`config.mk`:
```
export PLATFORM = sky130hd
export DESIGN_NAME = square_command_queue
export DESIGN_NICKNAME = d
export VERILOG_FILES = /design/src/rtl/square_command_queue.sv
export SDC_FILE = /design/constraint.sdc
export NUM_CORES = 1
export LEC_CHECK = 0
export CAP_MARGIN = 20
export CELL_PAD_IN_SITES_DETAIL_PLACEMENT = 1
export CELL_PAD_IN_SITES_GLOBAL_PLACEMENT = 1
export CORE_ASPECT_RATIO = 0.75
export CORE_MARGIN = 5
export CORE_UTILIZATION = 45
export DETAILED_ROUTE_END_ITERATION = 8
export PLACE_DENSITY = 0.76
export SKIP_LAST_GASP = 1
export SLEW_MARGIN = 40
export SYNTH_ARGS = -nofsm -noshare
export SYNTH_HDL_FRONTEND = slang
export SYNTH_SLANG_ARGS = --single-unit
```
`constraint.sdc`:
```
create_clock -name i_clock -period 5.6 [get_ports i_clock]
set_clock_uncertainty 0.15 [all_clocks]
set_input_delay 1.12 -clock i_clock [delete_from_list [all_inputs] [get_ports i_clock]]
set_output_delay 1.12 -clock i_clock [all_outputs]
set_load 0.005 [all_outputs]
```
`src/rtl/square_command_queue.sv`:
```
// Command queue in front of the square renderer.
// Buffers {x, y, size, colour} draw commands in a small FIFO and hands them to
// the renderer one at a time. Each command is held with enable low for one
// cycle so the renderer re-arms, then enable is raised until the renderer
// reports has_finished or the watchdog expires.
module square_command_queue #(
   parameter int X_WIDTH      = 8,
   parameter int Y_WIDTH      = 7,
   parameter int SQUARE_WIDTH = 5,
   parameter int COLOR_WIDTH  = 3,
   parameter int DEPTH        = 4,
   parameter int TIMEOUT      = 4096
) (
   input  logic                        i_clock,
   input  logic                        i_reset,
   input  logic                        i_cmd_valid,
   output logic                        o_cmd_ready,
   input  logic [X_WIDTH-1:0]          i_cmd_x,
   input  logic [Y_WIDTH-1:0]          i_cmd_y,
   input  logic [SQUARE_WIDTH-1:0]     i_cmd_size,
   input  logic [COLOR_WIDTH-1:0]      i_cmd_color,
   output logic [X_WIDTH-1:0]          o_sq_origin_x,
   output logic [Y_WIDTH-1:0]          o_sq_origin_y,
   output logic [SQUARE_WIDTH-1:0]     o_sq_size,
   output logic                        o_sq_enable,
   input  logic                        i_sq_finished,
   output logic [COLOR_WIDTH-1:0]      o_active_color,
   output logic                        o_draw_done,
   output logic                        o_timeout_err,
   output logic [$clog2(DEPTH):0]      o_queue_count,
   output logic                        o_busy
);

   localparam int PTR_W   = $clog2(DEPTH);
   localparam int CNT_W   = PTR_W + 1;
   localparam int ENTRY_W = X_WIDTH + Y_WIDTH + SQUARE_WIDTH + COLOR_WIDTH;
   localparam int WD_W    = $clog2(TIMEOUT) + 1;

   typedef enum logic [1:0] {
      S_IDLE    = 2'd0,
      S_LOAD    = 2'd1,
      S_DRAW    = 2'd2,
      S_RELEASE = 2'd3
   } state_t;

   // FIFO storage and bookkeeping
   logic [ENTRY_W-1:0]      r_mem [DEPTH];
   logic [PTR_W-1:0]        r_head;
   logic [PTR_W-1:0]        r_tail;
   logic [CNT_W-1:0]        r_count;

   // Sequencer state
   state_t                  r_state;
   state_t                  w_state_next;
   logic [WD_W-1:0]         r_wdog;

   // Registered outputs
   logic                    r_cmd_ready;
   logic [X_WIDTH-1:0]      r_sq_origin_x;
   logic [Y_WIDTH-1:0]      r_sq_origin_y;
   logic [SQUARE_WIDTH-1:0] r_sq_size;
   logic [COLOR_WIDTH-1:0]  r_active_color;
   logic                    r_sq_enable;
   logic                    r_draw_done;
   logic                    r_timeout_err;
   logic                    r_busy;

   // Combinational helpers
   logic                    w_full;
   logic                    w_empty;
   logic                    w_push;
   logic                    w_pop;
   logic                    w_timeout_hit;
   logic [CNT_W-1:0]        w_count_next;

   assign w_full  = (r_count == CNT_W'(DEPTH));
   assign w_empty = (r_count == CNT_W'(0));
   // Full blocks the push even when a pop frees a slot on the same edge.
   assign w_push  = i_cmd_valid && !w_full;

   // Next-state logic: pop only when leaving IDLE; finished beats timeout in DRAW.
   always_comb begin
      w_state_next  = r_state;
      w_pop         = 1'b0;
      w_timeout_hit = 1'b0;
      case (r_state)
         S_IDLE: begin
            if (!w_empty) begin
               w_state_next = S_LOAD;
               w_pop        = 1'b1;
            end else begin
               w_state_next = S_IDLE;
            end
         end
         S_LOAD: begin
            w_state_next = S_DRAW;
         end
         S_DRAW: begin
            if (i_sq_finished) begin
               w_state_next = S_RELEASE;
            end else if (r_wdog == WD_W'(TIMEOUT - 1)) begin
               w_state_next  = S_RELEASE;
               w_timeout_hit = 1'b1;
            end else begin
               w_state_next = S_DRAW;
            end
         end
         S_RELEASE: begin
            w_state_next = S_IDLE;
         end
         default: begin
            w_state_next = S_IDLE;
         end
      endcase
   end

   // Occupancy after this edge's push/pop.
   always_comb begin
      w_count_next = r_count;
      case ({w_push, w_pop})
         2'b10:   w_count_next = r_count + CNT_W'(1);
         2'b01:   w_count_next = r_count - CNT_W'(1);
         default: w_count_next = r_count;
      endcase
   end

   // FIFO write side, pointers and occupancy; pointers wrap modulo DEPTH.
   always_ff @(posedge i_clock or posedge i_reset) begin
      if (i_reset) begin
         for (int i = 0; i < DEPTH; i++) begin
            r_mem[i] <= '0;
         end
         r_head  <= '0;
         r_tail  <= '0;
         r_count <= '0;
      end else begin
         if (w_push) begin
            r_mem[r_tail] <= {i_cmd_x, i_cmd_y, i_cmd_size, i_cmd_color};
            r_tail        <= r_tail + PTR_W'(1);
         end
         if (w_pop) begin
            r_head <= r_head + PTR_W'(1);
         end
         r_count <= w_count_next;
      end
   end

   // State register and draw watchdog (cleared in LOAD, counts in DRAW).
   always_ff @(posedge i_clock or posedge i_reset) begin
      if (i_reset) begin
         r_state <= S_IDLE;
         r_wdog  <= '0;
      end else begin
         r_state <= w_state_next;
         if (r_state == S_LOAD) begin
            r_wdog <= '0;
         end else if (r_state == S_DRAW) begin
            r_wdog <= r_wdog + WD_W'(1);
         end
      end
   end

   // Renderer-facing outputs: command fields latch on pop and hold until the next pop.
   always_ff @(posedge i_clock or posedge i_reset) begin
      if (i_reset) begin
         r_sq_origin_x  <= '0;
         r_sq_origin_y  <= '0;
         r_sq_size      <= '0;
         r_active_color <= '0;
         r_sq_enable    <= 1'b0;
         r_draw_done    <= 1'b0;
      end else begin
         if (w_pop) begin
            {r_sq_origin_x, r_sq_origin_y, r_sq_size, r_active_color} <= r_mem[r_head];
         end
         r_sq_enable <= (w_state_next == S_DRAW);
         r_draw_done <= (w_state_next == S_RELEASE);
      end
   end

   // Status outputs; timeout_err is sticky until reset.
   always_ff @(posedge i_clock or posedge i_reset) begin
      if (i_reset) begin
         r_cmd_ready   <= 1'b1;
         r_timeout_err <= 1'b0;
         r_busy        <= 1'b0;
      end else begin
         r_cmd_ready   <= (w_count_next != CNT_W'(DEPTH));
         r_timeout_err <= r_timeout_err | w_timeout_hit;
         r_busy        <= (w_state_next != S_IDLE) || (w_count_next != CNT_W'(0));
      end
   end

   assign o_cmd_ready    = r_cmd_ready;
   assign o_sq_origin_x  = r_sq_origin_x;
   assign o_sq_origin_y  = r_sq_origin_y;
   assign o_sq_size      = r_sq_size;
   assign o_active_color = r_active_color;
   assign o_sq_enable    = r_sq_enable;
   assign o_draw_done    = r_draw_done;
   assign o_timeout_err  = r_timeout_err;
   assign o_queue_count  = r_count;
   assign o_busy         = r_busy;

endmodule

```
## Word-level counts from Yosys, hierarchy flattened

Index checks and enable logic that the tools add are counted.
W data, S select, Z words.

| word-level totals | value |
|---|---|
| output and inout port bits | 31 |
| word-level logic and storage cells | 66 |
| bits of input ports | 27 |
| register bits | 142 |

| operators by class | value |
|---|---|
| equality and inequality tests | 10 |
| add/subtract/negate cells | 5 |
| order comparisons | 3 |
| reduce and logical (&&, ||, !) cells | 9 |
| bitwise logic cells | 3 |
| mux-type cells | 18 |

Operator list:

| kind | count |
|---|---|
| $bwmux W92 | 1 |
| $mux W23 | 3 |
| $bmux W23 S2 | 1 |
| $demux W23 S2 | 1 |
| $mux W13 | 2 |
| $add A13 B1 Y13 const B | 1 |
| $eq A13 B12 Y1 const B | 1 |
| $eq A2 B2 Y1 const B | 5 |
| $mux W1 | 8 |
| $pmux W2 S4 | 1 |
| $ge A3 B3 Y1 const B | 2 |
| $not A2 Y3 | 2 |
| $pmux W3 S2 | 1 |
| $add A2 B1 Y2 const B | 2 |
| $eq A2 B1 Y1 const B | 2 |
| $reduce_bool A2 Y1 | 2 |
| $add A3 B1 Y3 const B | 1 |
| $eq A3 B3 Y1 const B | 1 |
| $logic_not A3 Y1 | 1 |
| $lt A3 B1 Y1 const B | 1 |
| $ne A3 B3 Y1 const B | 1 |
| $reduce_bool A3 Y1 | 1 |
| $sub A3 B1 Y3 const B | 1 |
| $logic_and A1 B1 Y1 | 2 |
| 4 further kinds | 4 |

## Longest topological paths before layout

| depth | value |
|---|---|
| depth in word-level cells | 7 |
| depth in mapped cells | 12 |
| mapped depth without buffers | 11 |

## Least setup slack after synthesis

No wires, ideal clock.

| timing path | value |
|---|---|
| kind | input -> register |
| from | input i_cmd_valid |
| to | register r_busy (netlist: o_busy) |
| path buffers | 0 |
| arrival time | 2.759 ns |
| required time | 5.319 ns |
| cell stages on the path | 9 |
| setup time | 0.131 ns |
| setup slack | 2.559 ns |
| cell sequence | inv_1 a31oi_4 inv_1 ha_1 inv_1 fa_1 mux2i_1 or3_1 or3_1 |

| between the ends | value |
|---|---|
| longest elaborated chain between the ends | 5 |
| elaborated cells between the ends (all ways) | 6 |
| classes of those cells | 2 x eq/ne; 1 x mux; 3 x reduce/logical |

Ends and longest elaborated chain:

| what | line | text |
|---|---|---|
| start: declaration | 16 | `input logic i_cmd_valid,` |
| $logic_and A1 B1 Y1 * | 79 | `assign w_push = i_cmd_valid && !w_full;` |
| $eq A2 B1 Y1 / $eq A2 B2 Y1 (equally long branches) | 120 | `case ({w_push, w_pop})` |
| $pmux W3 S2 * | 120 |  |
| net w_count_next[1] | 74 | `logic [CNT_W-1:0] w_count_next;` |
| $reduce_bool A3 Y1 * | 190 | `r_busy <= (w_state_next != S_IDLE) \|\| (w_count_next != CNT_W'(0));` |
| $logic_or A1 B1 Y1 * | 190 |  |
| end signal: assignment | 190 |  |
| end: declaration | 66 | `logic r_busy;` |

The timed path passes the listed nets; every way through them passes the cells marked *.
A chain may end at the register's enable or synchronous reset.

## Worst setup path in the final report

| timing path | value |
|---|---|
| from | register r_state[0] |
| to | register r_busy (netlist: o_busy) |

| between the ends | value |
|---|---|
| longest elaborated chain between the ends | 6 |
| elaborated cells between the ends (all ways) | 12 |
| classes of those cells | 5 x eq/ne; 3 x mux; 4 x reduce/logical |

Ends and longest elaborated chain:

| what | line | text |
|---|---|---|
| start: declaration | 53 | `state_t r_state;` |
| start signal: assignment | 154 | `r_state <= w_state_next;` |
| $logic_not A2 Y1 * | 86 | `case (r_state)` |
| $mux W1 * | 86 |  |
| $eq A2 B1 Y1 / $eq A2 B2 Y1 (equally long branches) | 120 |  |
| $pmux W3 S2 * | 120 |  |
| net w_count_next[1] | 74 |  |
| $reduce_bool A3 Y1 * | 190 |  |
| $logic_or A1 B1 Y1 * | 190 |  |

Marked as above.

==> metrics <==
Post-CTS Setup Bufs 0; ANT nets after route 0; CP bufs+invs 4; Avg WL per Cell approximately 20 um; Initial Utilization roughly 46%; die area ~17000 um2; leakage dissipation around 3.7 nW; Root Buffer clkbuf_16; vias per inst roughly 5.3; asr flop ratio synth 100%; Boundary Pins 58; cell count after synthesis around 450; area occupied by multi-input gates between 2000 and 3000 um2; worst vdd ir ~0.27 mV; Total Wirelength 14700 um; HPWL after detailed placement between 8000 and 9000 um; cell area after synthesis between 6000 and 7000 um2; FF+latch count, synth between 100 and 150; Final Cycle Share 60.8%; gp weighted congestion around 0.74; synth top area cells dfrtp_1, mux2_4, mux4_2; layout net count roughly 550; IO Port Bufs 57; initial antenna violation count 0; post-synth top area share 53.8%; Synth Flop Type dfrtp_1; largest net degree at the start of global routing 80; Fillers around 1400; sequential area share after synthesis 54.2%; commonest non-fill, non-tap cell in the layout dfrtp_1; n_diodes 0; Hold Crit Class reg2reg; total chip power around 5.0 mW; # H-tree levels 4; Slew headroom between 50 and 60%; Max Transition Viols Final 0; max incr delay on CP about 0.50 ns; initial drt markers roughly 180; Syn. warnings 0; Register Area 3560 um2; Clock transition at path regs roughly 0.06 ns; crit start category register; worst setup path class reg2reg; Final Hold Fails 0; total clock sinks ~140; Post-route DRC 0; Synth area leader dfrtp_1; Core Footprint ~14000 um2; unrepaired setup endpoints after global routing false; Critical Path RT around 5.8 ns; GRT Total Usage 18.5%; status finished clean; CTS Buf Count 17; setup_tns 0 ns; hold buffers post-CTS 0; clock latency on the worst-skew pair 0.42 ns; CTS tree yes; Resize count post-CTS 0; vias in the first global route 4416; Post-synth EDFFs 0; CP Capture Type register; drt pass-1 iters 4; worst path arrival time ~3.6 ns; share of cells above drive strength 1 a little under a third; clk buf depth 2; global route overflow 0; die height ~110 um; Max-Cap Viols 0; unique cell type count in the Yosys netlist 41; Core Rows 38; Power Density approximately 640 nW/um2; fmax just under 300 MHz; most frequent cells in the layout dfrtp_1, mux2_4, nand2_1; Mean Syn Cell Area 14.5 um2; synthesized net count just under 500; Tmin final approximately 3.4 ns; global-route wire length before repair 24400 um; Least-Margin Pin Slew around 0.70 ns; Register-to-Register Setup Slack roughly 2.2 ns; DIE WIDTH ~150 um; CP max FO 26; highest-delay cell along the critical path inv_2; via count 3827; cell family with most CP delay adder cells; final setup fails 0; worst-path cell chain inv_1 > ha_1 > o31ai_4 > buf_4 > inv_2 > ha_1 > inv_1 > fa_1 > mux2i_1 > or3_1 > or3_1; Area growth, synth to finish 19.5%
==> metal layers <==
metal	routed length (um)	global-route usage, %	up-vias
li1	-	-	1702
met1	6630	23.7	2049
met2	7440	31.0	60
met3	467	4.35	16
met4	199	6.34	0
met5	0	0	-
==> metrics by stage <==
| step | setup WS (ns) | hold slack, ns | instance area (um2) | std cells | util (%) |
|---|---|---|---|---|---|
| CTS | 2.18 | 0.335 | 7840 | 724 | 54.6 |
| detailed placement | 1.97 | 0.314 | 7270 | 692 | 50.6 |
| finish | 2.19 | 0.326 | 7840 | 724 | 54.6 |
| floorplan | 0.522 | 0.294 | 6550 | 453 | - |
| global route | 2.04 | 0.358 | 7840 | 724 | 54.6 |
| global placement | 2.01 | 0.311 | 7260 | 692 | 50.6 |
==> cell families (layout without fill, tap and decap cells) <==
family,Yosys count,after routing,share of synthesized area [%]
flops,142,142,54.2
mux,118,118,28.8
simple gates,111,111,7.75
buf+inv,36,107,3.05
compound gates,27,27,2.98
fa+ha+maj,10,10,2.02
xor+xnor,9,9,1.20
==> flip-flops by register name (all words and copies together), names as in the netlist <==
register,count
r_mem,92
r_wdog,13
o_sq_origin_x,8
o_sq_origin_y,7
o_sq_size,5
o_active_color,3
o_queue_count,3
r_head,2
r_state,2
r_tail,2
o_busy,1
o_cmd_ready,1
o_draw_done,1
o_sq_enable,1
o_timeout_err,1
==> power by group <==
group / switching (mW) / internal (mW)
registers: 0.369 / 1.53
clock network: 0.457 / 0.636
logic: 0.829 / 1.18
total: 1.66 / 3.35
==> layout make-up <==
| cell class | instances | share of cell area, % |
|---|---|---|
| well taps | 200 | 3.19 |
| clock inverters | 12 | 1.44 |
| multi-input cells | 275 | 35.7 |
| clock buffers | 20 | 5.83 |
| repair buffers | 61 | 7.67 |
| inverters | 14 | 0.735 |
| flip-flops and latches | 142 | 45.4 |
==> worst min-delay path, cell delays in order (launching register included) <==
cell and delay, ns:
dfrtp_1 0.34, nand2_1 0.05, nand2_1 0.05
==> worst paths after layout <==
kind | from | to | cells past startpoint
max in group asynchronous | i_reset | r_head[0] | 3
min reg2reg | o_sq_origin_x[5] | o_sq_origin_x[5] | 2
max reg2reg | r_state[0] | o_busy | 11
max | r_state[0] | o_busy | 11
min | o_sq_origin_x[5] | o_sq_origin_x[5] | 2
min in group asynchronous | i_reset | o_busy | 2
==> cell usage after synthesis, drive strengths merged (2+ instances only) <==
cell type,n
dfrtp,141
mux2,92
nand2,79
mux4,23
inv,13
buf,12
o21ai,11
clkbuf,10
nor2,10
ha,9
nand4,8
xnor2,7
a31oi,5
a21oi,4
and3,3
mux2i,3
nand2b,3
or3,2
xor2,2
No activity file was read; power rests on OpenSTA's default activity.
